**config.mk**
```make
export PLATFORM = sky130hd
export DESIGN_NAME = fetch_unit
export DESIGN_NICKNAME = d
export VERILOG_FILES = /design/src/rtl/fetch_unit_pkg.sv /design/src/rtl/fetch_unit_queue.sv /design/src/rtl/fetch_unit.sv
export SDC_FILE = /design/constraint.sdc
export NUM_CORES = 1
export LEC_CHECK = 0
export CORE_MARGIN = 5
export CORE_UTILIZATION = 50
export DETAILED_ROUTE_END_ITERATION = 8
export PLACE_DENSITY = 0.84
export SETUP_SLACK_MARGIN = 0.15
export SYNTH_ARGS = -nofsm -noshare
export SYNTH_HDL_FRONTEND = slang
export SYNTH_HIERARCHICAL = 1
export SYNTH_SLANG_ARGS = --single-unit
```
**constraint.sdc**
```tcl
create_clock -name clk -period 9.9 [get_ports clk]
set_input_delay 2.97 -clock clk [delete_from_list [all_inputs] [get_ports clk]]
set_output_delay 2.97 -clock clk [all_outputs]
set_load 0.02 [all_outputs]
```
**src/rtl/fetch_unit_pkg.sv**
```systemverilog
// Shared types and constants for the instruction fetch front end.
// Holds the instruction/address path types, the queue entry layout and the issue rule.
package fetch_unit_pkg;

   localparam int INSN_WIDTH      = 32;
   localparam int INSN_ADDR_WIDTH = 32;
   localparam int INSN_MEM_OFFSET = 2;

   typedef logic [INSN_WIDTH-1:0]      InsnPath;
   typedef logic [INSN_ADDR_WIDTH-1:0] InsnAddrPath;

   typedef struct packed {
      InsnPath     insn;
      InsnAddrPath pc;
   } FetchEntry;

   localparam int FETCH_QUEUE_DEPTH = 2;
   localparam int FETCH_ENTRY_WIDTH = $bits(FetchEntry);

   localparam InsnAddrPath FETCH_PC_INC_DEFAULT = InsnAddrPath'(32'd1 << INSN_MEM_OFFSET);

   typedef enum logic [1:0] {
      FETCH_BOOT = 2'd0,
      FETCH_RUN  = 2'd1,
      FETCH_HOLD = 2'd2
   } FetchState;

   // A new request may go out only if queued + in-flight - leaving entries stay <= 1.
   function automatic logic fetch_can_issue(input logic [1:0] count,
                                            input logic       req_valid,
                                            input logic       deq);
      logic [2:0] load;
      logic [2:0] limit;
      load  = {1'b0, count} + {2'b00, req_valid};
      limit = {2'b00, deq} + 3'd1;
      return (load <= limit);
   endfunction

endpackage

```
**src/rtl/fetch_unit_queue.sv**
```systemverilog
// fetch_queue: 2-entry in-order FIFO of packed FetchEntry words.
// Slot 0 is always the head; flush takes priority over enqueue/dequeue.
module fetch_queue
   import fetch_unit_pkg::*;
(
   input  logic                         clk,
   input  logic                         rst,
   input  logic                         flush,
   input  logic                         enq,
   input  logic [FETCH_ENTRY_WIDTH-1:0] enq_data,
   input  logic                         deq,
   output logic [1:0]                   count,
   output logic [FETCH_ENTRY_WIDTH-1:0] head
);

   logic [FETCH_ENTRY_WIDTH-1:0] slot0_r;
   logic [FETCH_ENTRY_WIDTH-1:0] slot1_r;
   logic [1:0]                   count_r;
   logic                         deq_ok_s;
   logic                         enq_ok_s;

   // Qualify requests so an empty pop or a full push can never corrupt the queue.
   always_comb begin
      deq_ok_s = deq && (count_r != 2'd0);
      enq_ok_s = enq && ((count_r != 2'd2) || deq_ok_s);
   end

   // Storage and occupancy; a dequeue shifts slot 1 into the head position.
   always_ff @(posedge clk or negedge rst) begin
      if (!rst) begin
         count_r <= 2'd0;
         slot0_r <= {FETCH_ENTRY_WIDTH{1'b0}};
         slot1_r <= {FETCH_ENTRY_WIDTH{1'b0}};
      end else if (flush) begin
         count_r <= 2'd0;
      end else begin
         case ({enq_ok_s, deq_ok_s})
            2'b10: begin
               if (count_r == 2'd0) slot0_r <= enq_data;
               else                 slot1_r <= enq_data;
               count_r <= count_r + 2'd1;
            end
            2'b01: begin
               slot0_r <= slot1_r;
               count_r <= count_r - 2'd1;
            end
            2'b11: begin
               if (count_r == 2'd1) begin
                  slot0_r <= enq_data;
               end else begin
                  slot0_r <= slot1_r;
                  slot1_r <= enq_data;
               end
            end
            default: begin
               count_r <= count_r;
            end
         endcase
      end
   end

   assign count = count_r;
   assign head  = slot0_r;

endmodule

```
**src/rtl/fetch_unit.sv**
```systemverilog
// fetch_unit: PC generation, imem request tracking and a 2-deep output queue to decode.
// Optional macro FETCH_BYPASS_EN forwards imem data straight to decode when the queue is empty.
module fetch_unit
   import fetch_unit_pkg::*;
#(
   parameter logic [INSN_ADDR_WIDTH-1:0] RESET_PC = {INSN_ADDR_WIDTH{1'b0}},
   parameter logic [INSN_ADDR_WIDTH-1:0] PC_INC   = FETCH_PC_INC_DEFAULT
) (
   input  logic                       clk,
   input  logic                       rst,
   output logic [INSN_ADDR_WIDTH-1:0] imemAddr,
   input  logic [INSN_WIDTH-1:0]      imemInsn,
   output logic                       outValid,
   input  logic                       outReady,
   output logic [INSN_WIDTH-1:0]      outInsn,
   output logic [INSN_ADDR_WIDTH-1:0] outPc,
   input  logic                       redirect,
   input  logic [INSN_ADDR_WIDTH-1:0] redirectPc
);

   FetchState   state_r;
   FetchState   state_nx_s;
   InsnAddrPath fetch_pc_r;
   InsnAddrPath req_pc_r;
   logic        req_valid_r;
   logic        issue_s;
   logic        deq_s;
   logic        bypass_s;
   logic        q_enq_s;
   logic        q_deq_s;
   logic [1:0]  q_count_s;
   FetchEntry   head_s;
   FetchEntry   enq_entry_s;

   assign enq_entry_s = '{insn: imemInsn, pc: req_pc_r};

   fetch_queue u_queue (
      .clk      (clk),
      .rst      (rst),
      .flush    (redirect),
      .enq      (q_enq_s),
      .enq_data (enq_entry_s),
      .deq      (q_deq_s),
      .count    (q_count_s),
      .head     (head_s)
   );

   // FSM state register.
   always_ff @(posedge clk or negedge rst) begin
      if (!rst) state_r <= FETCH_BOOT;
      else      state_r <= state_nx_s;
   end

   // Next-state and issue decision; redirect always resumes in RUN.
   always_comb begin
      issue_s    = 1'b0;
      state_nx_s = FETCH_BOOT;
      case (state_r)
         FETCH_BOOT: begin
            issue_s    = 1'b1;
            state_nx_s = FETCH_RUN;
         end
         FETCH_RUN, FETCH_HOLD: begin
            issue_s    = fetch_can_issue(q_count_s, req_valid_r, deq_s);
            state_nx_s = issue_s ? FETCH_RUN : FETCH_HOLD;
         end
         default: begin
            issue_s    = 1'b0;
            state_nx_s = FETCH_BOOT;
         end
      endcase
      if (redirect) state_nx_s = FETCH_RUN;
      else          state_nx_s = state_nx_s;
   end

   // Decode-side outputs, queue controls and the memory address.
   always_comb begin
      bypass_s = 1'b0;
`ifdef FETCH_BYPASS_EN
      bypass_s = (q_count_s == 2'd0) && req_valid_r;
`endif
      if (bypass_s) begin
         outValid = 1'b1;
         outInsn  = imemInsn;
         outPc    = req_pc_r;
      end else begin
         outValid = (q_count_s != 2'd0);
         outInsn  = head_s.insn;
         outPc    = head_s.pc;
      end
      deq_s   = outValid && outReady;
      q_deq_s = deq_s && !bypass_s;
      q_enq_s = req_valid_r && !(bypass_s && outReady);

      if (!rst)          imemAddr = RESET_PC;
      else if (redirect) imemAddr = redirectPc;
      else if (issue_s)  imemAddr = fetch_pc_r;
      else               imemAddr = req_pc_r;
   end

   // PC and in-flight request tracking.
   always_ff @(posedge clk or negedge rst) begin
      if (!rst) begin
         fetch_pc_r  <= RESET_PC;
         req_pc_r    <= RESET_PC;
         req_valid_r <= 1'b0;
      end else if (redirect) begin
         fetch_pc_r  <= redirectPc + PC_INC;
         req_pc_r    <= redirectPc;
         req_valid_r <= 1'b1;
      end else if (issue_s) begin
         fetch_pc_r  <= fetch_pc_r + PC_INC;
         req_pc_r    <= fetch_pc_r;
         req_valid_r <= 1'b1;
      end else begin
         req_valid_r <= 1'b0;
      end
   end

endmodule

```
Word level (Yosys, flattened, before mapping) --
Index checks and enable logic that the tools add are counted.
Operators by class: mux-type cells 19, reduce and logical (&&, ||, !) cells 14, eq/ne operators 10, $add $sub $neg 6, bitwise gates (word level) 1, $lt $le $gt $ge 1
Operator list (number):
- $mux W64 | 4
- $pmux W64 S3 | 1
- $mux W32 | 5
- $pmux W64 S2 | 1
- $add A32 B3 Y32 const B | 2
- $pmux W2 S2 | 2
- $eq A2 B1 Y1 const B | 3
- $eq A2 B2 Y1 const B | 3
- $mux W2 | 3
- $ne A2 B2 Y1 const B | 3
- $reduce_bool A2 Y1 | 3
- $reduce_bool A3 Y1 | 2
- $logic_not A2 Y1 | 2
- $reduce_and A4 Y1 | 1
- $add A2 B1 Y3 | 1
- $le A3 B2 Y1 | 1
- $logic_and A1 B1 Y1 | 3
- $reduce_and A3 Y1 | 1
- $add A1 B1 Y2 const B | 1
- $add A2 B1 Y2 const B | 1
- $mux W1 | 2
- $ne A2 B1 Y1 const B | 1
- $pmux W1 S2 | 1
- $reduce_or A2 Y1 | 1
- 3 further kinds | 3
Word-level totals: input port bits 68, output and inout port bits 97, register bits after elaboration 197, logic and storage cells 58

Logic depth before layout (Yosys ltp) --
Gate-level depths: netlist of run 1.
depth after elaboration 8, gate-level depth with buffers 13, depth with buffers taken out 10

Hierarchy --
The synthesis of run 1 kept the hierarchy.
By module, submodules not included:
- fetch_queue | area an instance 5591.6 um2, instances 1, cells each 436, seq. area each 3253.1 um2
- fetch_unit | area an instance 4775.8 um2, instances 1, cells each 547, seq. area each 1651.6 um2

Worst setup path before layout of run 1 --
OpenSTA, ideal clock, no wires.
kind input -> output, start input port outReady, end output port imemAddr[16], slack 1.881 ns, path buffers 2, cell stages on the path 11, data required time 6.930 ns, arrival time 5.049 ns, path through and2_1 > inv_1 > fa_1 > nor3b_1 > or3_1 > a21oi_1 > buf_2 > buf_2 > nand2_1 > nand3_1 > and3_1
Between the ends: word-level cells in the longest chain between the ends 7
Ends and longest elaborated chain:
- start: declaration | RTL line fetch_unit.sv:14 | input logic outReady,
- $logic_and A1 B1 Y1 | RTL line fetch_unit.sv:91 | deq_s = outValid && outReady;
- $add A1 B1 Y2 | RTL line fetch_unit_pkg.sv:35 | limit = {2'b00, deq} + 3'd1;
- $le A3 B2 Y1 | RTL line fetch_unit_pkg.sv:36 | return (load <= limit);
- $pmux W1 S2 | RTL line fetch_unit.sv:58 | case (state_r)
- $mux W32
- $mux W32 | RTL line fetch_unit.sv:96 | else if (redirect) imemAddr = redirectPc;
- $mux W32 | RTL line fetch_unit.sv:95 | if (!rst) imemAddr = RESET_PC;
- end: declaration | RTL line fetch_unit.sv:11 | output logic [INSN_ADDR_WIDTH-1:0] imemAddr,
Every way passes these cells.

Final worst setup path of run 1 --
start input port outReady, end output port imemAddr[6]
Between the ends: word-level cells in the longest chain between the ends 7
Ends and longest elaborated chain:
- $logic_and A1 B1 Y1 | RTL line fetch_unit.sv:91
- net deq_s | RTL line fetch_unit.sv:27 | logic deq_s;
- $add A1 B1 Y2 | RTL line fetch_unit_pkg.sv:35
- $le A3 B2 Y1 | RTL line fetch_unit_pkg.sv:36
- $pmux W1 S2 | RTL line fetch_unit.sv:58
- $mux W32
- $mux W32 | RTL line fetch_unit.sv:96
- $mux W32 | RTL line fetch_unit.sv:95
The timed path passes the listed nets, and every way through them passes these cells.

==> impl_results.md, run 1 <==
- Nets: 1196
- Cell variety after synth: 61
- Layout cell share with drive strength beyond 1: 0.120
- Critical path required time: between 6 and 7 ns
- CTS H-tree lvls: 4
- DRT iter0 DRCs: 540
- Design Area, Final: approximately 13000 um2
- Worst setup SP type: input port
- Outcome: complete, no violations
- Flop2flop setup slack: about 6.3 ns
- CTS tree: yes
- Tightest Pin Transition: about 1.1 ns
- Total power draw: roughly 0.0043 W
- CP startpoint: outReady
- Setup ws final: between 0.5 and 0.6 ns
- FMAX: between 100 and 150 MHz
- Tmin final: 9.38 ns
- Synth-to-layout area growth: 21.9%
- Worst Hold Class: flip-flop to flip-flop
- Clk buf depth: 2
- # IOs: approximately 170
- Routed Antenna Nets: 0
- Final count of hold timing violations: 0
- FF+latch count, synth: 196
- Initial antenna violation count: 0
- 1st-pass router iterations: 5
- CTS Sinks: 196
- Ys async rst share: 1.00
- Worst r2r dst: fetch_pc_r[26]$_DFFE_PN0P_
- RSZ-0062 raised after global routing: false
- Worst R2R Start: u_queue/count[1]$_DFFE_PN0P_
- FF-to-FF path depth: 11
- Setup TNS: 0 ns
- CTS clk-pin slew, worst paths: 0.07 ns
- Dpl hpwl: ~17000 um
- Commonest cells after routing, fill and taps aside: dfrtp_1 (196), clkdlybuf4s50_1 (162), mux2i_1 (96)
- Crit Path Class: input port to primary output
- Num CTS Buffers: 17
- Vias in the first global route: ~7.7k
- Clock root buffer: clkbuf_16
- Drt drc: 0
- Final setup vio count: 0
- # diodes: 0
- Die ar.: ~24000 um2
- Vias per cell: 5.42
- Max-slew headroom: 0.260
- FP Rows: 52
- Worst-Skew Late Latency: between 0.4 and 0.5 ns
- Final period util: 0.948
- Setup Skew: 0.0116 ns
- Height of the die: 154 um
- Routed wire length: approximately 24000 um
- Maxcap violations: 0
- Total number of vias: about 7.6k
- Crit path arrival time: roughly 6.4 ns
- GRT Total Usage: 0.202
- Worst VDD drop: 0.275 mV
- CP endpoint kind: primary output
- Post-CTS resize count: 0
- GP Congestion: 0.821
- Postcts setup bufs: 0
- Number of synthesized flops with an enable pin: 0
- Cts hold-fix bufs: 0
- Port Buf Inserts: 164
- Syn. warnings: 6
- Leakage: roughly 5.6 nW
- Total grt overflow: 0
- Cell area after synthesis: ~10000 um2
- Most common cell after layout, fill and taps aside: dfrtp_1
- DIE WIDTH: 154 um
- Starting Density: 0.511
- Worst setup endpoint: imemAddr[6]
- DP Area: roughly 12000 um2
- Worst slack at placement: between 0.4 and 0.5 ns
- Crit path max fanout: 42
- Largest net degree at the start of global routing: about 120
- Top_reg_cell synth: dfrtp_1
- First-pass GRT wire length: 39700 um
- Avg WL per Cell: 17.1 um
- Syn Nets: 1061
- Pwr dens: ~340 nW/um2
- Max Slew Vio Count: 0
- Cells after synthesis: slightly below 1k
- Avg Cell Area, Syn: between 10 and 15 um2
- Part of the Yosys area used for sequential elements: 0.473
- Core area: 20300 um2
-- worst max-delay path, stage by stage --
cell and delay [ns]:
clkdlybuf4s50_1 0.45, and2_1 0.19, inv_1 0.10, fa_1 0.51
nor3b_1 0.22, or3_1 0.17, a21o_2 0.70, nand2_1 0.16
nand3_1 0.13, and3_1 0.18, clkdlybuf4s50_1 0.62
-- registers in the layout, indices dropped and copies added, names as in the netlist --
| register | flops |
|---|---|
| fetch_pc_r | 32 |
| req_pc_r | 32 |
| state_r | 2 |
| u_queue/count | 2 |
| u_queue/head | 64 |
| u_queue/slot1_r | 64 |
-- power by group --
group | internal, W | switching [W] | leakage (nW)
clock | 0.000385 | 0.000332 | 0.293
sequential | 0.00117 | 0.000260 | 2.24
combinational | 0.000958 | 0.00116 | 3.08
total | 0.00252 | 0.00175 | 5.61
-- metrics by stage --
step           utilization  hold slack (ns)  instances
2_1_floorplan            -            0.464        983
3_3_place_gp         0.593            0.473       1369
3_5_place_dp         0.593            0.492       1369
4_1_cts              0.623            0.508       1400
5_1_grt              0.623            0.512       1400
6_report             0.623            0.504       1400
-- kinds of logic (layout without fill, tap and decap cells) --
logic type	after synthesis	count (layout)	share of synthesized area
mux	168	168	0.172
buf+inv	69	216	0.0447
xor+xnor	52	52	0.0439
flops	196	196	0.473
fa+ha+maj	10	10	0.0128
simple gates	387	387	0.195
compound gates	101	101	0.0579
-- area by class of cell --
type / instances / area, um2
inverters: 10 / 37.5
clock inverters: 14 / 188
clock buffers: 17 / 425
flip-flops and latches: 196 / 4900
well taps: 270 / 338
repair buffers: 175 / 1730
multi-input cells: 718 / 5020
fillers: 1678 / 7660
-- routing by layer --
metal | track usage | vias to the layer above | wire length, um
met5 | 0 | - | 0
met4 | 0.0601 | 0 | 388
met3 | 0.0318 | 23 | 1010
met2 | 0.319 | 179 | 11300
met1 | 0.290 | 3721 | 11300
li1 | - | 3669 | -
-- worst min-delay path by stage --
stage	slack, ns	depth (start not counted)	end	start
after floorplan	0.46	1	u_queue/slot1_r[39]$_DFFE_PN0P_	u_queue/slot1_r[39]$_DFFE_PN0P_
after global placement	0.47	1	u_queue/slot1_r[39]$_DFFE_PN0P_	u_queue/slot1_r[39]$_DFFE_PN0P_
after detailed placement	0.49	1	u_queue/slot1_r[25]$_DFFE_PN0P_	u_queue/slot1_r[25]$_DFFE_PN0P_
after CTS	0.51	1	u_queue/slot1_r[14]$_DFFE_PN0P_	u_queue/slot1_r[14]$_DFFE_PN0P_
after global routing	0.51	1	u_queue/slot1_r[25]$_DFFE_PN0P_	u_queue/slot1_r[25]$_DFFE_PN0P_
final	0.50	1	u_queue/slot1_r[18]$_DFFE_PN0P_	u_queue/slot1_r[18]$_DFFE_PN0P_
-- cells in the mapped netlist, types with 3 or more instances --
cell type | instances | area (um2)
dfrtp_1 | 196 | 4900
mux2i_1 | 96 | 961
nand2_1 | 93 | 349
nor2_1 | 83 | 312
a21oi_1 | 72 | 360
mux2_2 | 67 | 754
nand3_1 | 54 | 270
xnor2_1 | 39 | 342
and3_1 | 34 | 213
and2_1 | 33 | 206
nand2b_1 | 33 | 206
buf_2 | 20 | 100
nor3_1 | 14 | 70.1
clkbuf_1 | 13 | 48.8
xor2_1 | 13 | 114
buf_6 | 10 | 113
nand3b_1 | 10 | 75.1
o21ai_0 | 10 | 50.1
ha_1 | 9 | 113
inv_1 | 9 | 33.8
buf_8 | 7 | 105
buf_1 | 4 | 15.0
buf_4 | 4 | 30.0
mux2_4 | 4 | 60.1
nand4_1 | 4 | 25.0
a21o_1 | 3 | 22.5
nor2b_1 | 3 | 18.8
nor3_2 | 3 | 30.0
nor3b_1 | 3 | 22.5
nor4_1 | 3 | 18.8
Power figures use the tool's default switching activity.
==> run 2: changes to the inputs <==
Settings changed: CORE_ASPECT_RATIO set to 0.6.
==> run 2 against run 1 <==
Register-to-register slack improved by 0.11 ns. Cell count rose by 0.71%. Sequential power barely moved. Clock power fell by 2%. Hold slack got worse by 0.0075 ns. Clock skew rose by 0.0025 ns. Sequential share of layout area fell by 0.15 points. Largest cell class unchanged. Highest routed layer unchanged.
==> impl_results.md, run 2 (same netlist as run 1, synthesis figures left out) <==
- CP endpoint kind: primary output
- Buf+Inv Stages, Crit Path: 4 (+1)
- GRT met1 Usage: 0.334 (+0.0441)
- Clock root buffer: clkbuf_16
- GP Congestion: 0.926 (+13%)
- Height of the die: 122 um (-21%)
- Layout cell share with drive strength beyond 1: 0.125 (+0.00454)
- Core area: 20200 um2 (-0.39%)
- Max Slew Vio Count: 0 (unchanged)
- Maxcap violations: 0 (unchanged)
- Crit path max fanout: 22 (-48%)
- Total grt overflow: 0 (unchanged)
- 1st-pass router iterations: 5 (unchanged)
- Critical path required time: 6.93 ns (about the same)
- Commonest cells after routing, fill and taps aside: dfrtp_1 (196), clkdlybuf4s50_1 (162), mux2i_1 (96)
- Worst r2r dst: fetch_pc_r[3]$_DFFE_PN0P_
- Hold_ws: 0.497 ns (-0.00750 ns)
- Max-slew headroom: 0.298 (+0.0372)
- GRT busiest layer: met2
- Drt drc: 0 (unchanged)
- Most common cell after layout, fill and taps aside: dfrtp_1
- Num CTS Buffers: 17 (unchanged)
- Synth-to-layout area growth: 22.4%
- Largest stage delay, worst path: 0.62 ns (-0.08 ns)
- DRT iter0 DRCs: 765 (+42%)
- First-pass GRT wire length: 42900 um (+8.2%)
- Post-CTS resize count: 0 (unchanged)
- Met3 Track Usage GR: 0.0467 (+0.0150)
- CTS clk-pin slew, worst paths: 0.07 ns (about the same)
- Outcome: complete, no violations
- Pwr dens: 343 nW/um2 (+1.6%)
- Avg WL per Cell: 18.7 um (+8.9%)
- Crit Path Class: input port to primary output
- Leakage: 5.64 nW (+0.44%)
- Setup ws final: 0.642 ns (+0.123 ns)
- Vias per cell: 5.59 (+3.0%)
- Largest net degree at the start of global routing: 107 (-8.5%)
- Routed Antenna Nets: 0 (unchanged)
- Initial antenna violation count: 0 (unchanged)
- Worst VDD drop: 0.212 mV (-23%)
- Hold depth: 1 (unchanged)
- FP Rows: 40 (-23%)
- Flop2flop setup slack: 6.37 ns (+0.11 ns)
- Crit path max-delay family: buffers and inverters
- Crit path arrival time: 6.29 ns (-0.12 ns)
- CTS tree: yes
- Dpl hpwl: 18200 um (+9.8%)
- Die ar.: 23800 um2 (+0.40%)
- Worst R2R Start: u_queue/count[1]$_DFFE_PN0P_
- Cts hold-fix bufs: 0 (unchanged)
- Tmin final: 9.26 ns (-0.123 ns)
- Starting Density: 0.513 (+0.00202)
- FMAX: 108 MHz (+1.3%)
- DIE WIDTH: 196 um (+27%)
- Routed wire length: 26300 um (+9.7%)
- Slowest cell on the critical path: clkdlybuf4s50_1
- # diodes: 0 (unchanged)
- Hold Path End: u_queue/slot1_r[39]$_DFFE_PN0P_
- CTS Sinks: 196 (unchanged)
- Total number of vias: 7875 (+3.7%)
- Final count of hold timing violations: 0 (unchanged)
- Cell chain of the critical path: clkdlybuf4s50_1 > and2_1 > inv_1 > fa_1 > nor3b_1 > or3_1 > a21oi_4 > buf_4 > nand2_1 > nand3_1 > and3_1 > clkdlybuf4s50_1
- CP most frequent cell: clkdlybuf4s50_1
- Total power draw: 0.00435 W (+2.1%)
- Worst Hold Class: flip-flop to flip-flop
- Final setup vio count: 0 (unchanged)
- Final period util: 0.935 (-0.0124)
- RSZ-0062 raised after global routing: false
- Clk buf depth: 2 (unchanged)
- Nets: 1202 (+0.50%)
- GRT Total Usage: 0.224 (+0.0220)
- # IOs: 165 (unchanged)
- CTS H-tree lvls: 4 (unchanged)
- Worst setup SP type: input port
- Worst-Skew Late Latency: 0.44 ns (about the same)
- FF-to-FF path depth: 11 (unchanged)
- Tightest Pin Transition: 1.05 ns (-0.0558 ns)
- Core Util, Final: 0.628 (+0.00494)
- HP Start: u_queue/slot1_r[39]$_DFFE_PN0P_
- Worst slack at placement: 0.668 ns (+0.170 ns)
- Postcts setup bufs: 0 (unchanged)
- Vias in the first global route: 7998 (+4.4%)
- Setup Skew: 0.0141 ns (+0.00249 ns)
- Port Buf Inserts: 164 (unchanged)
- Setup TNS: 0 ns (unchanged)
- Met2 usage: 0.341 (+0.0223)
run 2: cell type report:
cell class,instances,area (um2)
multi-input cells,718,5030
clock buffers,18,429
flip-flops and latches,196,4900
clock inverters,14,165
inverters,10,37.5
fillers,1582,7530
repair buffers,181,1780
well taps,273,342
run 2: routing by layer:
metal	wire length, um	vias to the layer above
met4	289	0
met3	1840	30
met1	12300	3891
met5	0	-
li1	-	3686
met2	11800	268
run 2: how the worst max path moves through the flow:
stage          cells past startpoint  startpoint  slack (ns)      endpoint
2_1_floorplan                     11    outReady        1.88  imemAddr[16]
3_3_place_gp                      12    outReady        0.73  imemAddr[18]
3_5_place_dp                      12    outReady        0.67  imemAddr[18]
4_1_cts                           12    outReady        0.66  imemAddr[18]
5_1_grt                           12    outReady        0.49  imemAddr[31]
6_report                          12    outReady        0.64  imemAddr[18]
run 2: power breakdown:
group / internal, W / switching (W) / total (W)
Combinational: 0.000994 / 0.00123 / 0.00223
Sequential: 0.00117 / 0.000248 / 0.00142
Clock: 0.000361 / 0.000342 / 0.000703
run 2: metrics by stage:
step	instances	instance area, um2
after floorplan	983	10400
after global placement	1378	12100
after detailed placement	1378	12100
after CTS	1410	12700
after global routing	1410	12700
final	1410	12700
==> run 3: changes to the inputs <==
Settings changed: GPL_ROUTABILITY_DRIVEN set to 0, REMOVE_ABC_BUFFERS set to 1.
==> run 3 against run 2 <==
Clock skew decreased by 0.0048 ns. Critical path type unchanged. Die area unchanged. Sequential power is essentially flat. Total power decreased by 0.77%. Largest cell class unchanged. Cell count is 0.43% lower. Maximum frequency fell by 0.35%. Hold slack improved by 0.0020 ns. Largest power group unchanged.
==> impl_results.md, run 3 (same netlist as run 1, synthesis figures left out) <==
- Crit path max fanout: 43 (+95%)
- DIE WIDTH: 196 um (unchanged)
- Nets: 1198 (-0.33%)
- CP most frequent cell: clkdlybuf4s50_1
- Avg WL per Cell: 17.9 um (-4.0%)
- Final count of hold timing violations: 0 (unchanged)
- Routed Antenna Nets: 0 (unchanged)
- Fill count: 1616 (+2.1%)
- GRT Total Usage: 0.211 (-0.0130)
- Clk buf depth: 2 (unchanged)
- Leakage: 5.63 nW (-0.21%)
- Setup TNS: 0 ns (unchanged)
- Tightest Pin Transition: 1.13 ns (+0.0754 ns)
- Total power draw: 0.00432 W (-0.77%)
- Slowest cell on the critical path: clkdlybuf4s50_1
- FP Rows: 40 (unchanged)
- Total number of vias: 7749 (-1.6%)
- Total grt overflow: 0 (unchanged)
- Setup Skew: 0.00927 ns (-0.00478 ns)
- CP endpoint kind: primary output
- Crit Path Class: input port to primary output
- FMAX: 108 MHz (-0.35%)
- Tmin final: 9.29 ns (+0.0326 ns)
- Most common cell after layout, fill and taps aside: dfrtp_1
- DRT iter0 DRCs: 426 (-44%)
- Cts hold-fix bufs: 0 (unchanged)
- Final period util: 0.938 (+0.00329)
- CTS Sinks: 196 (unchanged)
- 1st-pass router iterations: 6 (+1)
- Maxcap violations: 0 (unchanged)
- Drt drc: 0 (unchanged)
- HP Start: u_queue/slot1_r[39]$_DFFE_PN0P_
- Placed insts: 1374 (-0.29%)
- Setup ws final: 0.609 ns (-0.0326 ns)
- Max-slew headroom: 0.247 (-0.0503)
- CTS clk-pin slew, worst paths: 0.07 ns (about the same)
- Pwr dens: 341 nW/um2 (-0.53%)
- Num CTS Buffers: 17 (unchanged)
- Largest net degree at the start of global routing: 142 (+33%)
- Port Buf Inserts: 164 (unchanged)
- Routed wire length: 25200 um (-4.4%)
- # IOs: 165 (unchanged)
- Worst setup SP type: input port
- Critical path required time: 6.93 ns (about the same)
- Commonest cells after routing, fill and taps aside: dfrtp_1 (196), clkdlybuf4s50_1 (162), mux2i_1 (96)
- Starting Density: 0.513 (unchanged)
- Worst-Skew Late Latency: 0.43 ns (about the same)
- Worst R2R Start: u_queue/count[1]$_DFFE_PN0P_
- Final Non-Filler Cells: 1404 (-0.43%)
- Postcts setup bufs: 0 (unchanged)
- CTS tree: yes
- Vias per cell: 5.52 (-1.2%)
- Worst slack at placement: 0.597 ns (-0.0714 ns)
- CTS H-tree lvls: 4 (unchanged)
- Synth-to-layout area growth: 22.1%
- Initial antenna violation count: 0 (unchanged)
- Die ar.: 23800 um2 (unchanged)
- Max Slew Vio Count: 0 (unchanged)
- Dpl hpwl: 16900 um (-7.5%)
- Worst VDD drop: 0.266 mV (+25%)
- Post-CTS resize count: 0 (unchanged)
- Cell chain of the critical path: clkdlybuf4s50_1 > and2_1 > inv_1 > fa_1 > nor2b_1 > a31oi_1 > a21o_2 > buf_12 > nand2_1 > nand3_1 > and3_1 > clkdlybuf4s50_1
- RSZ-0062 raised after global routing: false
- CP startpoint: outReady
- Height of the die: 122 um (unchanged)
- Clock root buffer: clkbuf_16
- Worst Hold Class: flip-flop to flip-flop
- Final setup vio count: 0 (unchanged)
- Outcome: complete, no violations
- # diodes: 0 (unchanged)
- Layout cell share with drive strength beyond 1: 0.121 (-0.00376)
- Largest stage delay, worst path: 0.61 ns (about the same)
- Core area: 20200 um2 (unchanged)
- Vias in the first global route: 7640 (-4.5%)
- Crit path arrival time: 6.32 ns (+0.03 ns)
- First-pass GRT wire length: 40600 um (-5.4%)
## run 3: cell count changes in the layout (fill, tap and decap cells not counted), moves of 2 or more
| cell | before | now |
|---|---|---|
| clkinv_2 | 1 | 3 |
| clkinv_8 | 3 | 0 |
| buf_4 | 17 | 12 |
| inv_8 | 2 | 0 |
## run 3: through the flow
stage	area, um2	hold WS, ns	util
2_1_floorplan	9940	0.464	-
3_3_place_gp	12100	0.476	0.598
3_5_place_dp	12100	0.484	0.598
4_1_cts	12700	0.503	0.626
5_1_grt	12700	0.512	0.626
6_report	12700	0.499	0.626
## run 3: worst paths after layout
kind | endpoint | slack [ns] | cells after the start
max in group asynchronous | u_queue/head[40]$_DFFE_PN0P_ | 6.23 | 2
worst min register to register | u_queue/slot1_r[39]$_DFFE_PN0P_ | 0.50 | 1
min in group asynchronous | u_queue/head[29]$_DFFE_PN0P_ | 2.64 | 1
worst min-delay path | u_queue/slot1_r[39]$_DFFE_PN0P_ | 0.50 | 1
worst max-delay path | imemAddr[8] | 0.61 | 12
worst max register to register | fetch_pc_r[28]$_DFFE_PN0P_ | 6.40 | 11
## run 3: routing by layer
layer	wire length [um]	global-route usage
met1	12500	0.320
met2	10900	0.312
met3	1560	0.0484
met4	225	0.0427
met5	0	0
## run 3: cell type report
class | count | area [um2] | share of cell area
tap | 273 | 342 | 0.0270
sequential | 196 | 4900 | 0.387
inverter | 10 | 37.5 | 0.00296
multi-input combinational | 718 | 5030 | 0.397
timing repair buffer | 177 | 1770 | 0.140
clock inverter | 11 | 126 | 0.00998
clock buffer | 19 | 453 | 0.0358
## run 3: critical path, delay by kind of cell
family | cells | cell delay (ns)
adder cells (fa/ha/maj) | 1 | 0.46
AND/OR/NAND/NOR | 5 | 0.74
AO/OA/AOI/OAI | 2 | 0.71
buffers and inverters | 4 | 1.44
## run 3: where the power goes
| group | leakage, nW | switching (W) | total [W] | internal, W |
|---|---|---|---|---|
| combinational | 3.10 | 0.00122 | 0.00221 | 0.000990 |
| sequential | 2.24 | 0.000243 | 0.00142 | 0.00117 |
| clock | 0.286 | 0.000308 | 0.000694 | 0.000385 |
